===== src/rtl/pll_sup_pkg.sv =====
// Shared types and sizing helpers for the PLL lock supervisor.
// State encoding and retry counter width live here for reuse.
package pll_sup_pkg;

    typedef enum logic [2:0] {
        ST_RESET_PLL,
        ST_WAIT_LOCK,
        ST_STABLE,
        ST_RELEASE,
        ST_RUN,
        ST_FAULT
    } sup_state_t;

    localparam int RETRY_W = 4;
    localparam logic [RETRY_W-1:0] RETRY_SAT = '1;

    function automatic int unsigned max4(
        input int unsigned a,
        input int unsigned b,
        input int unsigned c,
        input int unsigned d
    );
        int unsigned m;
        m = a;
        if (b > m) m = b;
        if (c > m) m = c;
        if (d > m) m = d;
        return m;
    endfunction

    // Bits needed to hold the value v itself (not v-1).
    function automatic int unsigned cnt_width(input int unsigned v);
        return $clog2(v + 1);
    endfunction

endpackage


===== src/rtl/sync_2ff.sv =====
// Two-flop synchronizer for a single asynchronous level.
// Both flops clear to 0 under reset.
module sync_2ff (
    input  logic clk,
    input  logic rst,
    input  logic d,
    output logic q
);

    logic meta;

    always_ff @(posedge clk or posedge rst) begin
        if (rst) begin
            meta <= 1'b0;
            q    <= 1'b0;
        end else begin
            meta <= d;
            q    <= meta;
        end
    end

endmodule


===== src/rtl/pll_lock_supervisor.sv =====
// Sequences PLL reset, waits for a stable lock, then releases
// downstream resets one channel at a time; retries or faults on loss.
module pll_lock_supervisor
    import pll_sup_pkg::*;
#(
    parameter int NUM_OUT          = 2,
    parameter int PLL_RST_CYCLES   = 16,
    parameter int LOCK_WAIT_CYCLES = 50000,
    parameter int STABLE_CYCLES    = 1024,
    parameter int STAGGER_CYCLES   = 8,
    parameter int MAX_RETRIES      = 3
) (
    input  logic               clkin,
    input  logic               reset,
    input  logic               pll_lock,
    input  logic               restart,
    output logic               pll_reset,
    output logic [NUM_OUT-1:0] rst_out,
    output logic               ready,
    output logic               fault,
    output logic [RETRY_W-1:0] retry_cnt
);

    localparam int CNT_MAX = int'(max4(PLL_RST_CYCLES, LOCK_WAIT_CYCLES,
                                       STABLE_CYCLES, STAGGER_CYCLES));
    localparam int CW = int'(cnt_width(CNT_MAX));

    localparam logic [CW-1:0] LD_RST    = CW'(PLL_RST_CYCLES);
    localparam logic [CW-1:0] LD_WAIT   = CW'(LOCK_WAIT_CYCLES);
    localparam logic [CW-1:0] LD_STABLE = CW'(STABLE_CYCLES);
    localparam logic [CW-1:0] LD_STAG   = CW'(STAGGER_CYCLES);
    localparam logic [CW-1:0] CNT_ONE   = CW'(1);

    localparam logic [NUM_OUT-1:0] ALL_RST   = '1;
    localparam logic [NUM_OUT-1:0] FIRST_REL = ALL_RST << 1;
    localparam logic [RETRY_W-1:0] MAX_R     = RETRY_W'(MAX_RETRIES);

    logic               lock_s;
    sup_state_t         state, state_nx;
    logic [CW-1:0]      cnt, cnt_nx;
    logic [NUM_OUT-1:0] rst_q, rst_nx;
    logic [RETRY_W-1:0] retry_q, retry_nx;
    logic               last;
    logic               fail;

    sync_2ff u_sync (
        .clk (clkin),
        .rst (reset),
        .d   (pll_lock),
        .q   (lock_s)
    );

    // rst_out is a register so reset can force it high asynchronously.
    always_ff @(posedge clkin or posedge reset) begin
        if (reset) begin
            state   <= ST_RESET_PLL;
            cnt     <= LD_RST;
            rst_q   <= ALL_RST;
            retry_q <= '0;
        end else begin
            state   <= state_nx;
            cnt     <= cnt_nx;
            rst_q   <= rst_nx;
            retry_q <= retry_nx;
        end
    end

    always_comb begin
        state_nx = state;
        cnt_nx   = cnt;
        rst_nx   = rst_q;
        retry_nx = retry_q;
        fail     = 1'b0;
        last     = (cnt == CNT_ONE);

        unique case (state)
            ST_RESET_PLL: begin
                if (last) begin
                    state_nx = ST_WAIT_LOCK;
                    cnt_nx   = LD_WAIT;
                end else begin
                    cnt_nx = cnt - 1'b1;
                end
            end
            ST_WAIT_LOCK: begin
                if (lock_s) begin
                    state_nx = ST_STABLE;
                    cnt_nx   = LD_STABLE;
                end else if (last) begin
                    fail = 1'b1;
                end else begin
                    cnt_nx = cnt - 1'b1;
                end
            end
            ST_STABLE: begin
                if (!lock_s) begin
                    state_nx = ST_WAIT_LOCK;
                    cnt_nx   = LD_WAIT;
                end else if (last) begin
                    state_nx = ST_RELEASE;
                    cnt_nx   = LD_STAG;
                    rst_nx   = FIRST_REL;
                end else begin
                    cnt_nx = cnt - 1'b1;
                end
            end
            ST_RELEASE: begin
                if (!lock_s) begin
                    fail = 1'b1;
                end else if (last) begin
                    cnt_nx = LD_STAG;
                    // One extra stagger slot after the last channel.
                    if (rst_q == '0) begin
                        state_nx = ST_RUN;
                        retry_nx = '0;
                    end else begin
                        rst_nx = rst_q << 1;
                    end
                end else begin
                    cnt_nx = cnt - 1'b1;
                end
            end
            ST_RUN: begin
                if (!lock_s) fail = 1'b1;
            end
            ST_FAULT: begin
                state_nx = ST_FAULT;
            end
            default: begin
                state_nx = ST_RESET_PLL;
                cnt_nx   = LD_RST;
                rst_nx   = ALL_RST;
            end
        endcase

        if (fail) begin
            rst_nx = ALL_RST;
            if (retry_q < MAX_R) begin
                retry_nx = (retry_q == RETRY_SAT) ? retry_q
                                                  : retry_q + 1'b1;
                state_nx = ST_RESET_PLL;
                cnt_nx   = LD_RST;
            end else begin
                state_nx = ST_FAULT;
            end
        end

        if (restart) begin
            state_nx = ST_RESET_PLL;
            cnt_nx   = LD_RST;
            rst_nx   = ALL_RST;
            retry_nx = '0;
        end
    end

    assign pll_reset = (state == ST_RESET_PLL) || (state == ST_FAULT);
    assign rst_out   = rst_q;
    assign ready     = (state == ST_RUN);
    assign fault     = (state == ST_FAULT);
    assign retry_cnt = retry_q;

endmodule


===== config.mk =====
export PLATFORM = sky130hd
export DESIGN_NAME = pll_lock_supervisor
export DESIGN_NICKNAME = d
export VERILOG_FILES = /design/src/rtl/pll_sup_pkg.sv /design/src/rtl/sync_2ff.sv /design/src/rtl/pll_lock_supervisor.sv
export SDC_FILE = /design/constraint.sdc
export NUM_CORES = 1
export LEC_CHECK = 0
export ABC_AREA = 1
export BUFFER_PORTS_ARGS = -buffer_cell sky130_fd_sc_hd__buf_4
export CAP_MARGIN = 0
export CORE_ASPECT_RATIO = 1.25
export CORE_MARGIN = 2
export CORE_UTILIZATION = 40
export DETAILED_ROUTE_END_ITERATION = 8
export GPL_TIMING_DRIVEN = 0
export PLACE_DENSITY = 0.59
export SYNTH_ARGS = -nofsm -noshare
export SYNTH_HDL_FRONTEND = slang
export SYNTH_SLANG_ARGS = --single-unit

===== constraint.sdc =====
create_clock -name clkin -period 1.77 [get_ports clkin]
set_input_delay 0.0885 -clock clkin [delete_from_list [all_inputs] [get_ports clkin]]
set_output_delay 0.0885 -clock clkin [all_outputs]
set_load 0.01 [all_outputs]

==> metrics <==
nets 379; WP buf/inv 2; multi-input logic area 0.00144 sq mm; Clock transition at path regs 100 ps; FF+latch count, synth 27; htree depth 1; Ports 13; Clock Sinks 27; Pins Over Slew Limit 0; DRT iter0 DRCs 145; Filler Cell Count 547; via density per instance 5.23; data required time of the worst path 1960 ps; Max-Cap Viols 0; cell area after layout 0.00271 sq mm; final HPWL from detailed placement 4.33 mm; Post-Syn Instances 328; max_slew headroom 29.2%; Top FF cell, synth dfrtp_1; Synth Cell Area 0.00212 sq mm; hold crit path type input pin to asynchronous set/reset pin; Routed Antenna Nets 0; register area share after synthesis 32.0%; initial antenna violation count 0; leakage 1.34 nW; core area 0.00508 sq mm; row count 29; Final Cycle Share 96.6%; Synth async-reset ratio 100%; CTS tree yes; most common cell after layout, fill and taps aside nand2_1; library cells used by synthesis 31; drt total wl 6.02 mm; YS warnings 0; placed cell areas 0.00229 sq mm; worst vdd ir 0.000815 V; most frequent cells in the layout nand2_1, nor2_1, buf_4; Fmax 585 MHz; DRT Pass-1 Iters 5; post-synthesis area per instance 6.47 sq um; Worst Path Max Fanout 10; Clock Root Buffer clkbuf_8; Finish-stage setup viols 0; Final Skew 5.23 ps; RD Place Congestion 0.841; largest net degree at the start of global routing 28; Slowest cell on crit path dfrtp_1; DRC 0; CP Capture Type flop; worst hold slack 56.8 ps; WS Path Type flop to flop; # diodes 0; clock buffer depth 2; worst-path cell chain inv_2 > ha_4 > nand3_4 > nor2_4 > nand3_4 > nand2_4 > nand2_4 > nand3b_4 > buf_8 > nor2_1; synthesis-to-layout area growth 27.9%; post-DR wirelength/cell 13.9 um; Die H 85.4 um; Placement Setup Slack -188 ps; Reg area 689 sq um; Arrival @ worst endpoint 1890 ps; first-pass GRT wire length 9.65 mm; GRT Util Overall 20.5%; worst-margin pin slew 1060 ps; fin worst setup slack 60.6 ps; IO Port Bufs 12; EDFF count, synth 0; GR Overflow Total 0; CP peak stage delay 400 ps; clock latency on the worst-skew pair 290 ps; Num CTS Buffers 3; crit path time final 1710 ps; delay-heaviest family, CP simple AND/OR/NAND/NOR gates; post-synth net total 336; Vias 2,258; outcome finished clean; final hold violation count 0; DIE AREA 0.00591 sq mm; Power per Cell Area 1750 mW/mm^2; fin util 53.4%; RSZ-0062 raised after global routing yes; Startpoint Class flop; layout cell share with drive strength beyond 1 28.4%; total power 4.76 mW; number of global-route vias before repair 2,057; initial core utilization 41.8%; Die W 69.1 um
## stage by stage
| stage | TNS, ps | instances |
|---|---|---|
| after detailed placement | -1260 | 402 |
| after global routing | -622 | 432 |
| after CTS | 0 | 418 |
| after global placement | -1090 | 402 |
| after floorplan | 0 | 328 |
| final | 0 | 432 |
## layer usage
metal	GRT usage (%)	share of wire, %	vias up
met5	0	0	-
met4	7.31	2.5	0
met3	1.78	2.1	13
met2	38.6	55	41
met1	24.1	41	1071
li1	-	-	1133
## cell usage after synthesis, types with 3 or more instances
| master | instances | area, sq um |
|---|---|---|
| ha_1 | 4 | 50.1 |
| nand2_2 | 6 | 37.5 |
| nor2_2 | 9 | 56.3 |
| o211ai_1 | 3 | 22.5 |
| a21oi_1 | 19 | 95.1 |
| xor2_1 | 3 | 26.3 |
| o21ai_0 | 14 | 70.1 |
| inv_1 | 29 | 109 |
| nand3_1 | 35 | 175 |
| nor2_1 | 53 | 199 |
| inv_2 | 6 | 22.5 |
| dfrtp_1 | 24 | 601 |
| nand4_1 | 5 | 31.3 |
| dfstp_2 | 3 | 78.8 |
| nand2_1 | 94 | 353 |
## logic make-up after synthesis
kind of cell | synth area share [%]
fa+ha+maj | 2.36
flops | 32.0
xor+xnor | 1.24
simple gates | 45.3
buf+inv | 7.61
compound gates | 11.4
## cell type report
cell class	instances	area share, %
multi-input cells	262	52.9
flip-flops and latches	27	25.4
repair buffers	38	11.0
inverters	35	4.84
well taps	62	2.86
clock buffers	4	1.66
plain buffers	4	1.38
## power by group
part | internal (mW) | total, mW | switching, mW
registers | 0.847 | 1.13 | 0.282
logic | 1.26 | 3.25 | 1.99
clock network | 0.163 | 0.386 | 0.223
total | 2.27 | 4.76 | 2.49
## path summary, 6_finish.rpt
check                                           start                       end  slack (ps)  depth (start not counted)
worst max-delay path                 cnt[1]$_DFF_PP0_          cnt[0]$_DFF_PP0_          60                         10
worst min-delay path                            reset  retry_cnt[2]$_DFFE_PP0P_          60                          2
worst max register to register       cnt[1]$_DFF_PP0_          cnt[0]$_DFF_PP0_          60                         10
worst min register to register  u_sync.meta$_DFF_PP0_        u_sync.q$_DFF_PP0_         360                          0
max in group asynchronous                       reset          cnt[7]$_DFF_PP0_        1010                          2
min in group clkin              u_sync.meta$_DFF_PP0_        u_sync.q$_DFF_PP0_         360                          0
## registers in the layout (all words and copies together) (netlist names)
name	flops
retry_cnt	4
state	3
u_sync.meta	1
u_sync.q	1
cnt	16
rst_out	2
## repair_timing
action | CTS | global route
endpoints found under the hold margin | 3 | 0
pin swaps | 4 | 7
setup endpoints to repair | 17 | 25
buffers inserted | 10 | 14
gates resized for setup | 7 | 43
hold buffers | 2 | 0
Note: power is estimated with default switching activity, not from simulation.
